--- config.mk ---
export PLATFORM = sky130hd
export DESIGN_NAME = multicycle_ctrl
export DESIGN_NICKNAME = d
export VERILOG_FILES = /design/src/rtl/multicycle_ctrl_pkg.sv /design/src/rtl/multicycle_ctrl_watchdog.sv /design/src/rtl/multicycle_ctrl.sv
export SDC_FILE = /design/constraint.sdc
export NUM_CORES = 1
export LEC_CHECK = 0
export ABC_CLOCK_PERIOD_IN_PS = 2300
export BUFFER_PORTS_ARGS = -buffer_cell sky130_fd_sc_hd__buf_2
export CAP_MARGIN = 20
export CORE_MARGIN = 8
export CORE_UTILIZATION = 50
export CTS_BUF_LIST = sky130_fd_sc_hd__clkbuf_8
export DETAILED_ROUTE_END_ITERATION = 16
export GPL_ROUTABILITY_DRIVEN = 1
export PLACE_DENSITY = 0.79
export SYNTH_ARGS = -nofsm -noshare
export SYNTH_HDL_FRONTEND = slang
export SYNTH_HIERARCHICAL = 1
export SYNTH_SLANG_ARGS = --single-unit
--- constraint.sdc ---
create_clock -name clk -period 2.3 [get_ports clk]
set_input_delay 0.46 -clock clk [delete_from_list [all_inputs] [get_ports clk]]
set_output_delay 0.46 -clock clk [all_outputs]
set_load 0.01 [all_outputs]
--- src/rtl/multicycle_ctrl_pkg.sv ---
// Shared encodings for the multi-cycle RV32I control FSM: opcodes, states, datapath selects,
// trap causes and the opcode classifier used in DECODE.
package multicycle_ctrl_pkg;

  localparam logic [6:0] OpR      = 7'b0110011;
  localparam logic [6:0] OpImm    = 7'b0010011;
  localparam logic [6:0] OpLoad   = 7'b0000011;
  localparam logic [6:0] OpStore  = 7'b0100011;
  localparam logic [6:0] OpBranch = 7'b1100011;
  localparam logic [6:0] OpJal    = 7'b1101111;
  localparam logic [6:0] OpLui    = 7'b0110111;
  localparam logic [6:0] OpSystem = 7'b1110011;

  typedef enum logic [2:0] {StFetch, StDecode, StExec, StMem, StWb, StTrap} state_e;
  typedef enum logic [2:0] {ClsR, ClsImm, ClsLui, ClsLoad, ClsStore, ClsBranch, ClsJal} cls_e;

  localparam logic [1:0] AluAdd   = 2'd0;
  localparam logic [1:0] AluSub   = 2'd1;
  localparam logic [1:0] AluFunct = 2'd2;
  localparam logic [1:0] AluPassB = 2'd3;

  localparam logic [1:0] PcPlus4  = 2'd0;
  localparam logic [1:0] PcBranch = 2'd1;
  localparam logic [1:0] PcJal    = 2'd2;

  localparam logic [1:0] WbAlu  = 2'd0;
  localparam logic [1:0] WbLoad = 2'd1;
  localparam logic [1:0] WbPc4  = 2'd2;

  localparam logic [1:0] CauseNone    = 2'd0;
  localparam logic [1:0] CauseIllegal = 2'd1;
  localparam logic [1:0] CauseHalt    = 2'd2;
  localparam logic [1:0] CauseTimeout = 2'd3;

  typedef struct packed {
    logic legal;
    logic halt;
    cls_e cls;
  } dec_t;

  function automatic dec_t classify(input logic [6:0] opcode, input logic [2:0] funct3);
    dec_t d;
    d.legal = 1'b1;
    d.halt  = 1'b0;
    d.cls   = ClsR;
    case (opcode)
      OpR:      d.cls = ClsR;
      OpImm:    d.cls = ClsImm;
      OpLui:    d.cls = ClsLui;
      OpLoad:   d.cls = ClsLoad;
      OpStore:  d.cls = ClsStore;
      OpBranch: d.cls = ClsBranch;
      OpJal:    d.cls = ClsJal;
      OpSystem: begin
        // Only ECALL/EBREAK (funct3=0) halt cleanly; CSR ops are unsupported.
        d.legal = 1'b0;
        d.halt  = (funct3 == 3'd0);
      end
      default:  d.legal = 1'b0;
    endcase
    return d;
  endfunction

endpackage

--- src/rtl/multicycle_ctrl_watchdog.sv ---
// Bus watchdog: counts unacked request cycles; expired flags the last permitted wait cycle.
module bus_watchdog #(
  parameter int unsigned TIMEOUT_CYCLES = 16
) (
  input  logic clk,
  input  logic rst,
  input  logic clr,
  input  logic count_en,
  output logic expired
);

  localparam int unsigned CntW = $clog2(TIMEOUT_CYCLES);
  localparam logic [CntW-1:0] Limit = CntW'(TIMEOUT_CYCLES - 1);

  logic [CntW-1:0] cnt_q;

  always_ff @(posedge clk or posedge rst) begin
    if (rst) begin
      cnt_q <= '0;
    end else if (clr) begin
      cnt_q <= '0;
    end else if (count_en) begin
      cnt_q <= cnt_q + CntW'(1);
    end
  end

  // High during the TIMEOUT_CYCLES-th consecutive unacked request cycle.
  assign expired = count_en && (cnt_q == Limit);

endmodule

--- src/rtl/multicycle_ctrl.sv ---
// Multi-cycle RV32I control FSM: FETCH/DECODE/EXEC/MEM/WB sequencing, memory handshakes,
// datapath write-enable pulses, retired counter and sticky trap.
module multicycle_ctrl
  import multicycle_ctrl_pkg::*;
#(
  parameter int unsigned TIMEOUT_CYCLES = 16,
  parameter int unsigned CNT_W          = 32
) (
  input  logic             clk,
  input  logic             rst,
  input  logic [6:0]       opcode,
  input  logic [2:0]       funct3,
  input  logic             br_taken,
  output logic             imem_req,
  input  logic             imem_ack,
  output logic             dmem_req,
  output logic             dmem_we,
  input  logic             dmem_ack,
  output logic             ir_we,
  output logic             pc_we,
  output logic [1:0]       pc_src,
  output logic [1:0]       alu_op,
  output logic             alu_src_b,
  output logic             rf_we,
  output logic [1:0]       wb_sel,
  output logic             trap,
  output logic [1:0]       trap_cause,
  output logic [CNT_W-1:0] retired
);

  state_e           state_q;
  cls_e             cls_q;
  logic [1:0]       cause_q;
  logic             run_q;
  logic [CNT_W-1:0] retired_q;

  dec_t dec;
  logic in_bus, bus_ack, wd_expired, retire;

  assign dec     = classify(opcode, funct3);
  // run_q holds off the first fetch until one edge after reset release.
  assign in_bus  = ((state_q == StFetch) && run_q) || (state_q == StMem);
  assign bus_ack = (state_q == StFetch) ? imem_ack : dmem_ack;
  assign retire  = ((state_q == StExec) && (cls_q == ClsBranch)) ||
                   ((state_q == StMem) && dmem_ack && (cls_q == ClsStore)) ||
                   (state_q == StWb);

  bus_watchdog #(
    .TIMEOUT_CYCLES(TIMEOUT_CYCLES)
  ) u_watchdog (
    .clk     (clk),
    .rst     (rst),
    .clr     (!in_bus || bus_ack),
    .count_en(in_bus && !bus_ack),
    .expired (wd_expired)
  );

  always_ff @(posedge clk or posedge rst) begin
    if (rst) begin
      state_q   <= StFetch;
      cls_q     <= ClsR;
      cause_q   <= CauseNone;
      run_q     <= 1'b0;
      retired_q <= '0;
    end else begin
      run_q <= 1'b1;
      if (retire) retired_q <= retired_q + CNT_W'(1);
      unique case (state_q)
        StFetch: begin
          if (run_q && imem_ack) begin
            state_q <= StDecode;
          end else if (wd_expired) begin
            state_q <= StTrap;
            cause_q <= CauseTimeout;
          end
        end
        StDecode: begin
          if (dec.halt) begin
            state_q <= StTrap;
            cause_q <= CauseHalt;
          end else if (!dec.legal) begin
            state_q <= StTrap;
            cause_q <= CauseIllegal;
          end else begin
            cls_q   <= dec.cls;
            state_q <= StExec;
          end
        end
        StExec: begin
          if (cls_q == ClsLoad || cls_q == ClsStore) state_q <= StMem;
          else if (cls_q == ClsBranch)               state_q <= StFetch;
          else                                       state_q <= StWb;
        end
        StMem: begin
          if (dmem_ack) begin
            state_q <= (cls_q == ClsStore) ? StFetch : StWb;
          end else if (wd_expired) begin
            state_q <= StTrap;
            cause_q <= CauseTimeout;
          end
        end
        StWb:    state_q <= StFetch;
        StTrap:  state_q <= StTrap;
        default: state_q <= StTrap;
      endcase
    end
  end

  always_comb begin
    imem_req  = 1'b0;
    dmem_req  = 1'b0;
    dmem_we   = 1'b0;
    ir_we     = 1'b0;
    pc_we     = 1'b0;
    pc_src    = PcPlus4;
    alu_op    = AluAdd;
    alu_src_b = 1'b0;
    rf_we     = 1'b0;
    wb_sel    = WbAlu;
    unique case (state_q)
      StFetch: begin
        imem_req = run_q;
        ir_we    = run_q && imem_ack;
      end
      StExec: begin
        unique case (cls_q)
          ClsR:      alu_op = AluFunct;
          ClsImm:    begin alu_op = AluFunct; alu_src_b = 1'b1; end
          ClsLui:    begin alu_op = AluPassB; alu_src_b = 1'b1; end
          ClsLoad,
          ClsStore:  begin alu_op = AluAdd;   alu_src_b = 1'b1; end
          ClsBranch: begin
            alu_op = AluSub;
            pc_we  = 1'b1;
            pc_src = br_taken ? PcBranch : PcPlus4;
          end
          ClsJal:    begin pc_we = 1'b1; pc_src = PcJal; end
          default:   alu_op = AluAdd;
        endcase
      end
      StMem: begin
        dmem_req = 1'b1;
        dmem_we  = (cls_q == ClsStore);
        pc_we    = (cls_q == ClsStore) && dmem_ack;
      end
      StWb: begin
        rf_we  = 1'b1;
        wb_sel = (cls_q == ClsLoad) ? WbLoad : (cls_q == ClsJal) ? WbPc4 : WbAlu;
        // JAL already redirected the PC in EXEC.
        pc_we  = (cls_q != ClsJal);
      end
      default: ;
    endcase
  end

  assign trap       = (state_q == StTrap);
  assign trap_cause = cause_q;
  assign retired    = retired_q;

endmodule

==> flow_summary.ini <==
[outcome]
status = finished, violations left
violations = negative setup slack

[synthesis]
ys_seq_area_share_pct = 45.5
synth_nets = 269
synth_top_area_share_pct = 45.5
synth_warnings = 6
synth_cell_types = 55
synth_area_um2 = 2470
ys_top_cells_by_area = dfrtp_1 46%, xnor2_1 9.2%, nor2_1 3.3%, nand4_1 3.3%, nand2_1 2.7%
ys_ff_latch = 45
syn_avg_cell_area_um2 = 9.82
synth-main-ff-cell = dfrtp_1
syn_inst = 252
synth_edf_count = 0
async_reset_ff_share_pct = 100
yosysTopAreaCell = dfrtp_1

[power_and_ir_drop]
p_per_area_nw_per_um2 = 516
p_seq_share_pct = 54.8
vdd_drop_max_mv = 0.242
swShare_pct = 23.6
intPower_mw = 1.19
p_switching_uw = 369
p_comb_share_pct = 8.4
power_frac_clock_pct = 36.8
p_leak_nw = 1.51

[clock_tree]
clk_latency_ns = 0.30
cts.clk_slew.worst_paths_ns = 0.08
ctsHtreeMaxLevel = 2
cts.sinks = 45
hold_buffers = 0
clockRootBuffer = clkbuf_8
clock_path_buffers = 2
cts_tree = done
cts_inserted_buffers = 5

[route]
vias = 2132
dr.pass1.iters = 4
wl_um = 5590
vias_per_cell = 5.47
drtAntennaViolNets = 0
drt_iter0_drc = 64
routedWlPerCell_um = 14.3
route.detailed.drc = 0

[timing]
slew_viol_final = 0
max_slew_margin_pct = 65.6
finClkSkew_ns = 0.00734
finalSetupTns_ns = -0.0191
worst_slew_pin_slew_ns = 0.516
period_share_pct = 101
period_minus_slack_ns = 2.32
timing.fmax_mhz = 431
rsz0062_at_grt = true
finalHoldViolCount = 0
hold_slack_ns = 0.0401
setup_violations = 1
setup_slack_ns = -0.0191

[place]
place_congestion = 0.832
place_ws_ns = 0.0723
placed_cells = 380
place_hpwl_um = 4270
io_buffers = 62

[final_layout]
most-common-layout-cells = 62 x buf_2, 44 x dfrtp_1, 26 x xnor2_1
antennaDiodeCount = 0
instances_no_fill = 390
final_common_cell = buf_2
area_growth_pct = 22.5
fill_cells = 429
drive_gt1_share_pct = 29.4
nets = 340
final_util_pct = 63.7

[setup_path]
slowest_stage = dfrtp_1
crit_type = reg -> reg
crit_path_cell_trace = nor3_1, nand2_1, o22a_1, inv_1, and4_1, nor2b_1, o21ai_0, a21oi_2, nand2_1, a22o_1
cp.required_ns = 2.50
cp_top_family = simple AND/OR/NAND/NOR gates
critPathMaxStageDelay_ns = 0.44
crit_buf_inv = 1
cp_max_fo = 5
cp-end-kind = flop
worstPathArrival_ns = 2.52
crit_path_start_kind = flop
crit_top_cell = nand2_1

[floorplanning]
io-pin-count = 63
num_rows = 25
die_w_um = 86.3
dieArea_um2 = 7450
core_um2 = 4750
start_util_pct = 52.0
die_h_um = 86.3

[grt]
antenna_found_initial = 0
grt_pass1_wl_um = 9670
grt_max_degree = 42
grt-ovfl-total = 0
grt_pass1_vias = 2147
track_usage_pct = 15.9

[run]
drv_cap = 0

[min_path]
hp-class = in -> async
==> cell usage after synthesis, types with 2 or more instances <==
| master | instances |
|---|---|
| and4_1 | 7 |
| nand4_1 | 13 |
| nor2b_1 | 5 |
| nor2_1 | 22 |
| dfrtp_1 | 45 |
| a211oi_1 | 3 |
| nand3b_1 | 6 |
| buf_2 | 4 |
| or3_1 | 2 |
| clkbuf_1 | 4 |
| and3b_1 | 2 |
| or2_2 | 2 |
| xnor2_1 | 26 |
| nand3_1 | 12 |
| and2_1 | 2 |
| xor2_1 | 6 |
| nand2_1 | 18 |
| and3_1 | 8 |
| nor3b_1 | 2 |
| a21oi_1 | 10 |
| ha_1 | 2 |
| o21ai_0 | 6 |
| inv_1 | 10 |
| nor3_1 | 4 |
==> sequential cells by signal, indices dropped and copies added (netlist names) <==
register,cells
cls_q,3
retired,32
run_q,1
state_q,3
trap_cause,2
u_watchdog/cnt_q,4
==> routing by layer <==
layer | up-vias | track usage (%) | wire length, µm
li1 | 1040 | - | -
met2 | 63 | 26.3 | 2590
met1 | 1023 | 18.4 | 2520
met5 | - | 0 | 0
met4 | 0 | 5.63 | 68
met3 | 6 | 5.58 | 408
==> cell families after synthesis <==
kind of cell | synth area share, %
flops | 45.5
compound gates | 9.97
fa+ha+maj | 1.01
other cells | 0.152
mux | 1.47
xor+xnor | 11.3
buf+inv | 3.39
simple gates | 27.2
==> final timing paths <==
check	to	cells past startpoint	start	slack, ns
worst max-delay path	trap_cause[1]$_DFFE_PP0P_	10	state_q[0]$_DFF_PP0_	-0.02
worst min-delay path	u_watchdog/cnt_q[0]$_DFFE_PP0P_	2	rst	0.04
worst max register to register	trap_cause[1]$_DFFE_PP0P_	10	state_q[0]$_DFF_PP0_	-0.02
worst min register to register	retired[31]$_DFFE_PP0P_	1	retired[31]$_DFFE_PP0P_	0.47
max in group asynchronous	state_q[1]$_DFF_PP0_	3	rst	1.64
min in group clk	retired[31]$_DFFE_PP0P_	1	retired[31]$_DFFE_PP0P_	0.47
==> layout make-up <==
type                       instances  area, µm²  area share (%)
multi-input combinational        188       1280            42.1
sequential                        45       1130            37.2
timing repair buffer              73        400            13.2
tap                               67       83.8            2.77
clock buffer                       5       68.8            2.27
inverter                          10       37.5            1.24
clock inverter                     2       35.0            1.16
==> power groups by stage <==
stage / clock network (mW) / logic [mW] / registers [mW]
after global routing: 0.618 / 0.148 / 0.860
final: 0.576 / 0.132 / 0.856
after detailed placement: 0 / 0.135 / 0.870
after floorplan: 0 / 0.0622 / 0.876
after CTS: 0.589 / 0.135 / 0.855
after global placement: 0 / 0.131 / 0.869
==> through the flow <==
stage	total power, mW	instance area [µm²]
floorplan	0.938	2470
global placement	1.00	2880
detailed placement	1.00	2880
CTS	1.58	2990
global route	1.63	3030
finish	1.56	3030
==> what timing repair did <==
item	CTS	global route
pin swaps	1	2
hold endpoints to repair	0	0
buffers inserted	0	3
setup endpoints to repair	1	5
gates resized for setup	3	6
Note: power is estimated with default switching activity, not from simulation.
